`src/rtl/shift_right_seq_32bit_if.sv`:
```
// Request/result handshake bundle for the sequential 32-bit right shifter.
// The master side drives operands and result acceptance; the slave is the shifter.
interface shift_right_seq_32bit_if;
   logic        valid_i;
   logic        ready_o;
   logic [31:0] data_i;
   logic [4:0]  shamt_i;
   logic        arith_i;
   logic        flush_i;
   logic        valid_o;
   logic        ready_i;
   logic [31:0] data_o;
   logic        busy_o;

   modport master (
      output valid_i, data_i, shamt_i, arith_i, flush_i, ready_i,
      input  ready_o, valid_o, data_o, busy_o
   );

   modport slave (
      input  valid_i, data_i, shamt_i, arith_i, flush_i, ready_i,
      output ready_o, valid_o, data_o, busy_o
   );
endinterface

```
`src/rtl/shift_right_seq_32bit.sv`:
```
// Sequential SRL/SRA: one log-shifter stage (2^k) per cycle over five cycles,
// result held in DONE until the consumer accepts it.
module shift_right_seq_32bit (
   input logic                    clk_i,
   input logic                    rst_ni,
   shift_right_seq_32bit_if.slave bus
);
   localparam logic [1:0] IDLE  = 2'd0;
   localparam logic [1:0] SHIFT = 2'd1;
   localparam logic [1:0] DONE  = 2'd2;

   logic [1:0]  state;
   logic [2:0]  stage;
   logic [31:0] work;
   logic [4:0]  shamt;
   logic        arith;

   logic [4:0]  step;
   logic        take;
   logic [31:0] shifted;

   // Stage k contributes a shift of 2^k when shamt bit k is set
   always_comb begin
      step = 5'd0;
      take = 1'b0;
      case (stage)
         3'd0: begin step = 5'd1;  take = shamt[0]; end
         3'd1: begin step = 5'd2;  take = shamt[1]; end
         3'd2: begin step = 5'd4;  take = shamt[2]; end
         3'd3: begin step = 5'd8;  take = shamt[3]; end
         3'd4: begin step = 5'd16; take = shamt[4]; end
         default: begin step = 5'd0; take = 1'b0; end
      endcase
   end

   always_comb begin
      shifted = work;
      if (arith)
         shifted = 32'($signed(work) >>> step);
      else
         shifted = work >> step;
   end

   always_ff @(posedge clk_i or negedge rst_ni) begin
      if (!rst_ni) begin
         state <= IDLE;
         stage <= 3'd0;
         work  <= 32'd0;
         shamt <= 5'd0;
         arith <= 1'b0;
      end else begin
         case (state)
            IDLE: begin
               if (bus.valid_i && !bus.flush_i) begin
                  work  <= bus.data_i;
                  shamt <= bus.shamt_i;
                  arith <= bus.arith_i;
                  stage <= 3'd0;
                  state <= SHIFT;
               end
            end
            SHIFT: begin
               if (bus.flush_i) begin
                  state <= IDLE;
               end else begin
                  if (take)
                     work <= shifted;
                  if (stage == 3'd4)
                     state <= DONE;
                  else
                     stage <= stage + 3'd1;
               end
            end
            DONE: begin
               if (bus.flush_i || bus.ready_i)
                  state <= IDLE;
            end
            default: state <= IDLE;
         endcase
      end
   end

   assign bus.ready_o = (state == IDLE);
   assign bus.valid_o = (state == DONE);
   assign bus.busy_o  = (state != IDLE);
   assign bus.data_o  = work;
endmodule

```
`src/flat_wrapper.sv`:
```
// flat-port wrapper written by rule: the top's interface ports become plain ports
module shift_right_seq_32bit_flat 
  (clk_i, rst_ni, bus_valid_i, bus_data_i, bus_shamt_i, bus_arith_i, bus_flush_i, bus_ready_i, bus_ready_o, bus_valid_o, bus_data_o, bus_busy_o);
  shift_right_seq_32bit_if bus_i ();
  input logic clk_i;
  input logic rst_ni;
  input wire logic [$bits(bus_i.valid_i)-1:0] bus_valid_i;
  input wire logic [$bits(bus_i.data_i)-1:0] bus_data_i;
  input wire logic [$bits(bus_i.shamt_i)-1:0] bus_shamt_i;
  input wire logic [$bits(bus_i.arith_i)-1:0] bus_arith_i;
  input wire logic [$bits(bus_i.flush_i)-1:0] bus_flush_i;
  input wire logic [$bits(bus_i.ready_i)-1:0] bus_ready_i;
  output wire logic [$bits(bus_i.ready_o)-1:0] bus_ready_o;
  output wire logic [$bits(bus_i.valid_o)-1:0] bus_valid_o;
  output wire logic [$bits(bus_i.data_o)-1:0] bus_data_o;
  output wire logic [$bits(bus_i.busy_o)-1:0] bus_busy_o;
  assign bus_i.valid_i = bus_valid_i;
  assign bus_i.data_i = bus_data_i;
  assign bus_i.shamt_i = bus_shamt_i;
  assign bus_i.arith_i = bus_arith_i;
  assign bus_i.flush_i = bus_flush_i;
  assign bus_i.ready_i = bus_ready_i;
  assign bus_ready_o = bus_i.ready_o;
  assign bus_valid_o = bus_i.valid_o;
  assign bus_data_o = bus_i.data_o;
  assign bus_busy_o = bus_i.busy_o;
  shift_right_seq_32bit u_core (.clk_i(clk_i), .rst_ni(rst_ni), .bus(bus_i));
endmodule
```
`config.mk`:
```
export PLATFORM = sky130hd
export DESIGN_NAME = shift_right_seq_32bit_flat
export DESIGN_NICKNAME = d
export VERILOG_FILES = /design/src/rtl/shift_right_seq_32bit_if.sv /design/src/rtl/shift_right_seq_32bit.sv /design/src/flat_wrapper.sv
export SDC_FILE = /design/constraint.sdc
export NUM_CORES = 1
export LEC_CHECK = 0
export ABC_CLOCK_PERIOD_IN_PS = 2700
export CAP_MARGIN = 20
export CORE_ASPECT_RATIO = 0.8
export CORE_MARGIN = 10
export CORE_UTILIZATION = 50
export DETAILED_ROUTE_END_ITERATION = 12
export PLACE_DENSITY = 0.76
export SLEW_MARGIN = 10
export SYNTH_ARGS = -nofsm -noshare
export SYNTH_HDL_FRONTEND = slang
export SYNTH_SLANG_ARGS = --single-unit
export TNS_END_PERCENT = 50
```
`constraint.sdc`:
```
create_clock -name clk_i -period 2.7 [get_ports clk_i]
set_input_delay 0.81 -clock clk_i [delete_from_list [all_inputs] [get_ports clk_i]]
set_output_delay 0.81 -clock clk_i [all_outputs]
set_load 0.05 [all_outputs]
```
==> qor.yml <==
drive_gt1_share_pct: 20.8
ios: 78
io_buffers: 77
num_rows: 31
hold_path.class: "input port to asynchronous set/reset pin"
finalHoldViolCount: 0
arrival_ns: 1.84
yosys_warnings: 0
dr_total_vias: 5601
nFillCells: 784
grt_max_degree: 32
synth_top_cells_by_count: "nor2_1, nand2_1, dfrtp_1"
synthCells: 576
cpPeakStageDelay_ns: 0.90
final_max_slew_viol_count: 0
pre_cts_slack_ns: -0.0134
worstSetupStartpointType: "flop"
timing.rr.end: "u_core.bus.data_o[23]"
clkLatencyLatePin_ns: 0.29
path_cells: "clkdlybuf4s50_1"
synth_most_common_cell: "nor2_1"
dpl.hpwl_mm: 16.8
yosys.area.top_type_share_pct: 22.7
die_w_um: 129
reg2reg_slack_ns: 0.11
syn-cell-area_mm2: 0.00475
fin_nets: 726
grt_pass1_vias: 5241
ys_types: 79
cp_top_family: "buffers and inverters"
clk_path_buf_depth: 2
grtUsageTotal_pct: 30.4
numCtsBuffers: 5
cts_sinks: 43
tritoncts: "yes"
via_per_inst: 7.05
worst_slew_pin_slew_ns: 0.804
htree_levels: 2
yosysTopAreaCell: "dfrtp_1"
syn-num-nets: 624
antenna_found_initial: 0
grt_pass1_wl_mm: 32.5
seqCellArea_mm2: 0.00108
cp.required_ns: 1.89
ff2ff_path_depth: 9
grt_overflow: 0
drtIter0Drc: 947
outcome: "completed"
worstPathMaxFanout: 9
crit_buf_inv: 1
syn_avg_cell_area_um2: 8.24
worst_slack_ns: 0.0465
crit_slowest_cell: "clkdlybuf4s50_1"
setup_viol: 0
diodes: 0
ys_ff_latch: 43
finClkSkew_ns: 0.00772
synthFlopType: "dfrtp_1"
worstReg2RegStart: "u_core.stage[0]"
async_reset_ff_share_pct: 100
slew_headroom_pct: 46.4
synth_area_leaders: "dfrtp_1, mux2i_1, mux4_2"
post_cts_buffers: 0
final.period_utilization_pct: 98.3
route.detailed.drc: 0
end_kind: "primary output"
critPathKind: "flop to primary output"
die_h_um: 107
finalCriticalPeriod_ns: 2.65
core-area_mm2: 0.00915
initial_core_util_pct: 51.9
synth-edff-count: 0
maxCapViolCount: 0
drt-total-wl_mm: 21.6
multi_input_area_mm2: 0.00332
routedWlPerCell_um: 27.1
ant_nets: 0
clk_pin_slew_worst_paths_ns: 0.07
die-area_mm2: 0.0138
first_pass_iters: 6
cts_root_buf: "clkbuf_16"
fmax_mhz: 377
place_congestion: 1.05
syn2layout_area_growth_pct: 31.3
synth_seq_area_share_pct: 22.7
metrics by stage:
step	instances	hold WS (ns)	setup TNS, ns	instance area, µm²	utilization (%)
2_1_floorplan	576	0.473	0	4750	-
3_3_place_gp	785	0.485	0	5990	65.4
3_5_place_dp	785	0.501	-0.0134	5990	65.4
4_1_cts	793	0.513	0	6140	67.1
5_1_grt	794	0.528	-0.00546	6230	68.1
6_report	794	0.510	0	6230	68.1
routing by layer:
| layer | part of all wire [%] | GRT usage [%] |
|---|---|---|
| met5 | 0 | 0 |
| met4 | 1.7 | 5.35 |
| met3 | 14 | 8.57 |
| met2 | 43 | 44.0 |
| met1 | 41 | 44.0 |
layout make-up:
| cell class | count | area share [%] |
|---|---|---|
| multi-input cells | 460 | 53.3 |
| repair buffers | 156 | 24.0 |
| flip-flops and latches | 43 | 17.3 |
| well taps | 115 | 2.31 |
| clock buffers | 6 | 2.23 |
| inverters | 12 | 0.722 |
| clock inverters | 2 | 0.261 |
registers in the layout (all words and copies together), names as in the netlist:
signal,count
u_core.bus.data_o,32
u_core.shamt,5
u_core.stage,3
u_core.state,2
u_core.arith,1
worst register-to-register path: stages (launching register included):
cell and delay (ns):
dfrtp_1 0.44, inv_2 0.10, ha_2 0.23, buf_4 0.16, or4_4 0.50, and3_4 0.22, nor2_1 0.24, mux2_2 0.38
nand3_1 0.08, o311ai_1 0.11
cells in the final DEF (no fill, tap or decap), drive strengths merged, types with 4 or more instances in the layout:
cell / Yosys / layout
o21ai: 44 / 44
a221o: 5 / 5
buf: 25 / 80
nor3: 25 / 25
nand2: 46 / 46
mux2: 11 / 11
clkdlybuf4s50: 0 / 75
o22a: 9 / 9
nand2b: 6 / 6
mux2i: 40 / 40
o22ai: 9 / 9
clkbuf: 34 / 7
a22o: 4 / 4
a2bb2oi: 10 / 10
a211oi: 12 / 12
a31oi: 14 / 14
nor3b: 7 / 7
o221ai: 6 / 6
nor2b: 8 / 8
a221oi: 4 / 4
ha: 5 / 5
nand3: 7 / 7
dfrtp: 43 / 43
a22oi: 14 / 14
a21oi: 38 / 38
o211ai: 16 / 16
or3: 5 / 5
mux4: 12 / 12
inv: 12 / 12
nor2: 52 / 52
what timing repair did:
action | 4_1_cts | 5_1_grt
pin swaps | 0 | 3
gates resized for setup | 1 | 18
hold buffers | 0 | 0
gates cloned | 0 | 1
setup endpoints to repair | 1 | 25
cells by family (layout without fill, tap and decap cells):
family	after synthesis	count (layout)	share of synthesized area, %
mux	63	63	16.9
fa+ha+maj	5	5	1.32
buf+inv	73	176	8.80
flops	43	43	22.7
compound gates	213	213	31.4
simple gates	179	179	18.9
worst max path at each step:
stage | startpoint | to | cells past startpoint
5_1_grt | u_core.stage[0] | u_core.bus.data_o[4] | 10
6_report | u_core.bus.data_o[23] | bus_data_o[23] | 1
3_5_place_dp | u_core.stage[1] | u_core.bus.data_o[1] | 9
4_1_cts | u_core.stage[0] | u_core.bus.data_o[30] | 10
2_1_floorplan | u_core.state[0] | u_core.stage[2] | 6
3_3_place_gp | u_core.stage[1] | u_core.bus.data_o[1] | 9
Power is left out: the tool's default activity adds up to more than one toggle a clock period on the data nets, which glitch-free logic cannot reach.
